==> src/rtl/mem_access_unit.sv <==
// MEM-stage data-memory access unit: converts EX/MEM load/store requests into a
// req/ack transaction, stalls the pipeline while outstanding, flags misalign/timeout.
module mem_access_unit #(
  parameter int unsigned DATA_W  = 32,
  parameter int unsigned TIMEOUT = 16
) (
  input  logic              clk_i,
  input  logic              rst_i,
  input  logic              MemRead_i,
  input  logic              MemWrite_i,
  input  logic [DATA_W-1:0] ALUresult_i,
  input  logic [DATA_W-1:0] WriteData_i,
  output logic [DATA_W-1:0] MemData_o,
  output logic              stall_o,
  output logic              misalign_o,
  output logic              bus_err_o,
  output logic              dmem_req_o,
  output logic              dmem_we_o,
  output logic [DATA_W-1:0] dmem_addr_o,
  output logic [DATA_W-1:0] dmem_wdata_o,
  input  logic [DATA_W-1:0] dmem_rdata_i,
  input  logic              dmem_ack_i
);

  typedef enum logic [1:0] {StIdle, StBusy, StDone} state_e;

  state_e            state_q, state_d;
  logic [7:0]        cnt_q, cnt_d;
  logic [DATA_W-1:0] mem_data_q, mem_data_d;
  logic [DATA_W-1:0] addr_q, addr_d;
  logic [DATA_W-1:0] wdata_q, wdata_d;
  logic              we_q, we_d;
  logic              req_q, req_d;
  logic              misalign_q, misalign_d;
  logic              bus_err_q, bus_err_d;
  logic              stall;
  logic              acc;
  logic              misaligned;
  logic              timeout_hit;

  assign acc         = MemRead_i | MemWrite_i;
  assign misaligned  = (ALUresult_i[1:0] != 2'b00);
  assign timeout_hit = (cnt_q == 8'(TIMEOUT - 1));

  always_comb begin
    state_d    = state_q;
    cnt_d      = cnt_q;
    mem_data_d = mem_data_q;
    addr_d     = addr_q;
    wdata_d    = wdata_q;
    we_d       = we_q;
    req_d      = 1'b0;
    misalign_d = 1'b0;
    bus_err_d  = 1'b0;
    stall      = 1'b0;
    unique case (state_q)
      StIdle: begin
        if (acc) begin
          stall = 1'b1;
          if (misaligned) begin
            misalign_d = 1'b1;
            state_d    = StDone;
          end else begin
            addr_d  = {ALUresult_i[DATA_W-1:2], 2'b00};
            wdata_d = WriteData_i;
            we_d    = MemWrite_i;
            req_d   = 1'b1;
            cnt_d   = 8'd0;
            state_d = StBusy;
          end
        end
      end
      StBusy: begin
        stall = 1'b1;
        // Ack takes priority over a simultaneous timeout.
        if (dmem_ack_i) begin
          if (!we_q) mem_data_d = dmem_rdata_i;
          state_d = StDone;
        end else if (timeout_hit) begin
          mem_data_d = '0;
          bus_err_d  = 1'b1;
          state_d    = StDone;
        end else begin
          req_d = 1'b1;
          cnt_d = cnt_q + 8'd1;
        end
      end
      StDone:  state_d = StIdle;
      default: state_d = StIdle;
    endcase
  end

  always_ff @(posedge clk_i or negedge rst_i) begin
    if (!rst_i) begin
      state_q    <= StIdle;
      cnt_q      <= 8'd0;
      mem_data_q <= '0;
      addr_q     <= '0;
      wdata_q    <= '0;
      we_q       <= 1'b0;
      req_q      <= 1'b0;
      misalign_q <= 1'b0;
      bus_err_q  <= 1'b0;
    end else begin
      state_q    <= state_d;
      cnt_q      <= cnt_d;
      mem_data_q <= mem_data_d;
      addr_q     <= addr_d;
      wdata_q    <= wdata_d;
      we_q       <= we_d;
      req_q      <= req_d;
      misalign_q <= misalign_d;
      bus_err_q  <= bus_err_d;
    end
  end

  // Gated by reset so a held request cannot raise stall while in reset.
  assign stall_o      = rst_i & stall;
  assign MemData_o    = mem_data_q;
  assign misalign_o   = misalign_q;
  assign bus_err_o    = bus_err_q;
  assign dmem_req_o   = req_q;
  assign dmem_we_o    = we_q;
  assign dmem_addr_o  = addr_q;
  assign dmem_wdata_o = wdata_q;

endmodule

==> config.mk <==
export PLATFORM = sky130hd
export DESIGN_NAME = mem_access_unit
export DESIGN_NICKNAME = d
export VERILOG_FILES = /design/src/rtl/mem_access_unit.sv
export SDC_FILE = /design/constraint.sdc
export NUM_CORES = 1
export LEC_CHECK = 0
export CAP_MARGIN = 5
export CELL_PAD_IN_SITES_DETAIL_PLACEMENT = 0
export CELL_PAD_IN_SITES_GLOBAL_PLACEMENT = 1
export CORE_MARGIN = 4
export CORE_UTILIZATION = 29
export CTS_CLUSTER_SIZE = 12
export DETAILED_ROUTE_END_ITERATION = 10
export PLACE_DENSITY_LB_ADDON = 0.15
export SYNTH_ARGS = -nofsm -noshare
export SYNTH_HDL_FRONTEND = slang
export SYNTH_SLANG_ARGS = --single-unit
==> constraint.sdc <==
create_clock -name clk_i -period 3.5 [get_ports clk_i]
set_input_delay 0.7 -clock clk_i [delete_from_list [all_inputs] [get_ports clk_i]]
set_output_delay 0.7 -clock clk_i [all_outputs]
set_load 0.01 [all_outputs]
### Word level (Yosys, flattened, before mapping)

Index checks and enable logic that the tools add are counted.

| word-level totals | value |
|---|---|
| bits in registers | 108 |
| output and inout port bits | 101 |
| word-level logic and storage cells | 55 |

| operators by class | value |
|---|---|
| add/subtract/negate cells | 1 |
| equality and inequality tests | 8 |
| multiplexer cells | 26 |
| bitwise operators | 3 |
| reductions and logical operators | 8 |

Operators with widths:

| operator | count |
|---|---|
| 32-bit 2-to-1 mux | 3 |
| 8-bit 2-to-1 mux | 4 |
| 8-bit case mux with 2 select lines | 1 |
| 1-bit 2-to-1 mux | 11 |
| 2-bit inequality test (second input constant) | 5 |
| 8-bit by 1-bit adder with 8-bit output (second input constant) | 1 |
| 8-bit by 4-bit == test with 1-bit output (second input constant) | 1 |
| 2-bit 2-to-1 mux | 4 |
| 3-bit AND reduction | 2 |
| 2-bit nonzero test | 3 |
| 5-bit AND reduction | 1 |
| 1-bit case mux with 2 select lines | 2 |
| 2-bit case mux with 2 select lines | 1 |
| 3-bit inequality test (second input constant) | 1 |
| 2-bit by 1-bit == test with 1-bit output (second input constant) | 1 |
| 2-bit zero test | 1 |
| 2-bit AND reduction | 1 |
| 1-bit bitwise AND | 1 |
| 1-bit inverter | 1 |
| 1-bit OR | 1 |

### Logic depth before layout (Yosys ltp)

| depth | value |
|---|---|
| depth in word-level cells | 4 |
| mapped depth | 6 |
| gate-level depth less buffers | 6 |

### Worst setup path before layout

No wires, ideal clock.

| path | value |
|---|---|
| path kind | input to register |
| start point | input port ALUresult_i[1] |
| end point | register cnt_q[7] |
| library setup time | 0.126 ns |
| arrival | 1.747 ns |
| slack | 1.627 ns |
| stages on the path | 5 |
| path through | nor4_2 -> o21a_1 -> buf_2 -> nor2_2 -> a221o_1 |

| between the ends | value |
|---|---|
| cells in the longest elaborated chain, start to end | 3 |

RTL lines:

| what | RTL line | source |
|---|---|---|
| start: declaration | 11 | `input logic [DATA_W-1:0] ALUresult_i,` |
| 2-bit nonzero test | 42 | `assign misaligned = (ALUresult_i[1:0] != 2'b00);` |
| 2-bit inequality test (no source line) | -- |  |
| 5-bit AND reduction (no source line) | -- |  |
| end signal: assignment | 106 | `cnt_q <= cnt_d;` |
| end: declaration | 28 | `logic [7:0] cnt_q, cnt_d;` |

Every way passes these cells.
A chain may end at the register's enable or synchronous reset.

### Final worst setup path

| path | value |
|---|---|
| start point | input port MemWrite_i |
| end point | output port stall_o |

| between the ends | value |
|---|---|
| cells in the longest elaborated chain, start to end | 4 |

RTL lines:

| what | RTL line | source |
|---|---|---|
| start: declaration | 10 | `input logic MemWrite_i,` |
| 1-bit OR | 41 | `assign acc = MemRead_i \| MemWrite_i;` |
| 1-bit 2-to-1 mux | 58 | `if (acc) begin` |
| 1-bit case mux with 2 select lines | 56 | `unique case (state_q)` |
| 1-bit bitwise AND | 118 | `assign stall_o = rst_i & stall;` |
| end: declaration | 14 | `output logic stall_o,` |

Every way passes these cells.

==> impl_results.md <==
* Status: finished clean
* Register bit total from synthesis at 108
* 1st-iter DRT viols at 174
* Pwr dens at 725 nW/um2
* Max-cap violations at 0
* Worst Tran Pin Value at 955 ps
* Worst IR Drop VDD at 0.400 mV
* Highest routed layer: met4
* Antenna-violating nets left at 0
* Syn Area/Cell at 10.5 um2
* Initial antenna violation count at 0
* Total gr overflow at 0
* Cts-stage hold buffer count at 0
* Horiz. Die Dim at 129 um
* Setup tns final at 0 ps
* Max Clk Rate at 349 MHz
* Sinks on Clock Net at 108
* Most used DFF post-synth: dfrtp_1
* FILL cells at 1,310
* Seq/Total Area, Yosys at 64.0%
* Top-area cell type share of the netlist area at 64.0%
* Core footprint at 14,000 um2
* Worst Setup Start Kind: primary input
* Total GRT Usage at 15.0%
* WS Path Type: in2out
* Worst path slowest cell: clkdlybuf4s50_1
* Unrepaired setup endpoints after global routing: no
* Fin. max-slew vios at 0
* Post-DR wirelength/cell at 15.7 um
* Commonest cells after routing, fill and taps aside: 198 x clkdlybuf4s50_1, 191 x nand2_1, 108 x dfrtp_1
* R2R setup slack at 1340 ps
* RD Place Congestion at 0.826
* Synth Warn # at 0
* DRT Wirelength at 12,300 um
* Final worst slack at 635 ps
* Area after DPL at 6380 um2
* Critical Path RT at 2800 ps
* Leak pwr at 3.18 nW
* Starting Density at 30.1%
* Worst-path clk slew at 70 ps
* CTS Root Cell: clkbuf_16
* Nets at 699
* Post-route design area at 6700 um2
* Min cycle time layout at 2870 ps
* EDFF count, synth at 0
* Hold Violations, Final at 0
* Wl on met1 at 5630 um
* Largest net degree at the start of global routing at 75
* Synth area leader: dfrtp_1
* Clock skew at 5.46 ps
* Met2 Wirelength at 5380 um
* H-tree levels at 3
* CTS Buffer Depth at 2
* CP max stage delay at 600 ps
* Max Fanout on Critical Path at 5
* Most frequent CP cell: clkdlybuf4s50_1
* Full die area at 16,500 um2
* I/O Buffers at 199
* CTS resizes at 0
* N_diodes at 0
* DIE HEIGHT at 129 um
* Met3 routed WL at 1180 um
* Worst Setup End Kind: output pin
* Hold WC Path Type: in2async
* CTS tree: built
* Vias at 3,536
* Share of cells above drive strength 1 at 6.15%
* Largest cells by area after synthesis: dfrtp_1 64%, nand2_1 17%, a22o_1 6.8%
* Row count at 43
* Unique masters post-synth at 37
* Commonest non-fill, non-tap cell in the layout: clkdlybuf4s50_1
* Ys async rst share at 100%
* CP arrival at 2170 ps
* Area growth syn-to-layout at 58.8%
* Gate Count Post-Synth at 402
* # DRC at 0
* Slew HR at 36.4%
* Post-DP HPWL at 8640 um
* Vias in the first global route at 3,654
* DRT Pass-1 Iters at 4
* Num CTS Buffers at 9
* Clock latency on the worst-skew pair at 350 ps
* I/O pin count at 202
* Setup violators final at 0
* Post-CTS Setup Inserts at 0
* First-pass GRT wire length at 19,500 um
* Pre-CTS setup slack at 690 ps
* Post-Syn Area at 4220 um2
* CP Cell Sequence: clkdlybuf4s50_1 -> nor3_1 -> nor3b_1 -> clkdlybuf4s50_1
* Final Cycle Share at 81.9%
* Post-DR vias/cell at 4.52
logic make-up after synthesis:
family / synth area share, %
DFF: 64.0
buffers and inverters: 3.59
adders and majority gates: 0.296
and+or+nand+nor: 21.5
xor gates and xnor gates: 0.208
AOI/OAI and AO/OA: 10.3
other: 0.0889
metrics by stage:
step | utilization [%] | instances | hold WS, ps | total power [mW]
final | 47.7 | 782 | 404 | 4.86
after global placement | 45.4 | 766 | 457 | 3.78
after detailed placement | 45.4 | 766 | 461 | 3.80
after global routing | 47.7 | 782 | 432 | 5.17
after floorplan | - | 403 | 404 | 2.61
after CTS | 47.7 | 782 | 413 | 4.96
report_power, final:
| part | leakage (nW) | total [mW] | switching (mW) | internal [mW] |
|---|---|---|---|---|
| registers | 1.36 | 1.95 | 0.257 | 1.70 |
| logic | 1.65 | 1.80 | 0.725 | 1.08 |
| clock network | 0.162 | 1.11 | 0.458 | 0.647 |
layout make-up:
class                           count  area [um2]  share of cell area [%]
Timing Repair Buffer              204        2050                    30.6
Inverter                            3        11.3                   0.168
Clock buffer                       10         239                    3.57
Clock inverter                      6        87.6                    1.31
Multi-Input combinational cell    271        1390                    20.7
Sequential cell                   108        2700                    40.3
Tap cell                          180         225                    3.36
sequential cells by signal, indices dropped and copies added, names as in the netlist:
signal	count
cnt_q	8
MemData_o	32
dmem_we_o	1
bus_err_o	1
dmem_wdata_o	32
dmem_addr_o	30
state_q	2
dmem_req_o	1
misalign_o	1
final timing paths:
path | from | cells after the start | end
min reg2reg | dmem_wdata_o[30]$_DFFE_PN0P_ | 2 | dmem_wdata_o[30]$_DFFE_PN0P_
max | MemWrite_i | 4 | stall_o
max in group asynchronous | rst_i | 3 | dmem_wdata_o[28]$_DFFE_PN0P_
max reg2reg | cnt_q[0]$_DFFE_PN0P_ | 5 | cnt_q[7]$_DFFE_PN0P_
min in group clk_i | dmem_wdata_o[30]$_DFFE_PN0P_ | 2 | dmem_wdata_o[30]$_DFFE_PN0P_
min | rst_i | 2 | MemData_o[21]$_DFFE_PN0P_
cell usage after synthesis (2+ instances only):
| cell type | instances |
|---|---|
| buf_2 | 7 |
| a211o_1 | 4 |
| nand3_1 | 4 |
| a22o_1 | 33 |
| buf_6 | 6 |
| nor3b_1 | 3 |
| nor4_2 | 2 |
| clkbuf_1 | 6 |
| inv_1 | 3 |
| nor3_1 | 6 |
| and3_1 | 2 |
| a22o_2 | 2 |
| nand2_1 | 191 |
| buf_4 | 2 |
| o22ai_1 | 2 |
| dfrtp_1 | 108 |
per-layer routing:
layer,vias to the layer above,track usage [%]
li1,1704,-
met1,1674,20.0
met2,150,22.4
met3,8,7.06
met4,0,3.15
met5,-,0
worst max-delay path, delay by kind of cell:
kind	cells	cell delay, ps
simple gates	2	290
buf+inv	2	1180
Note: power is estimated with default switching activity, not from simulation.
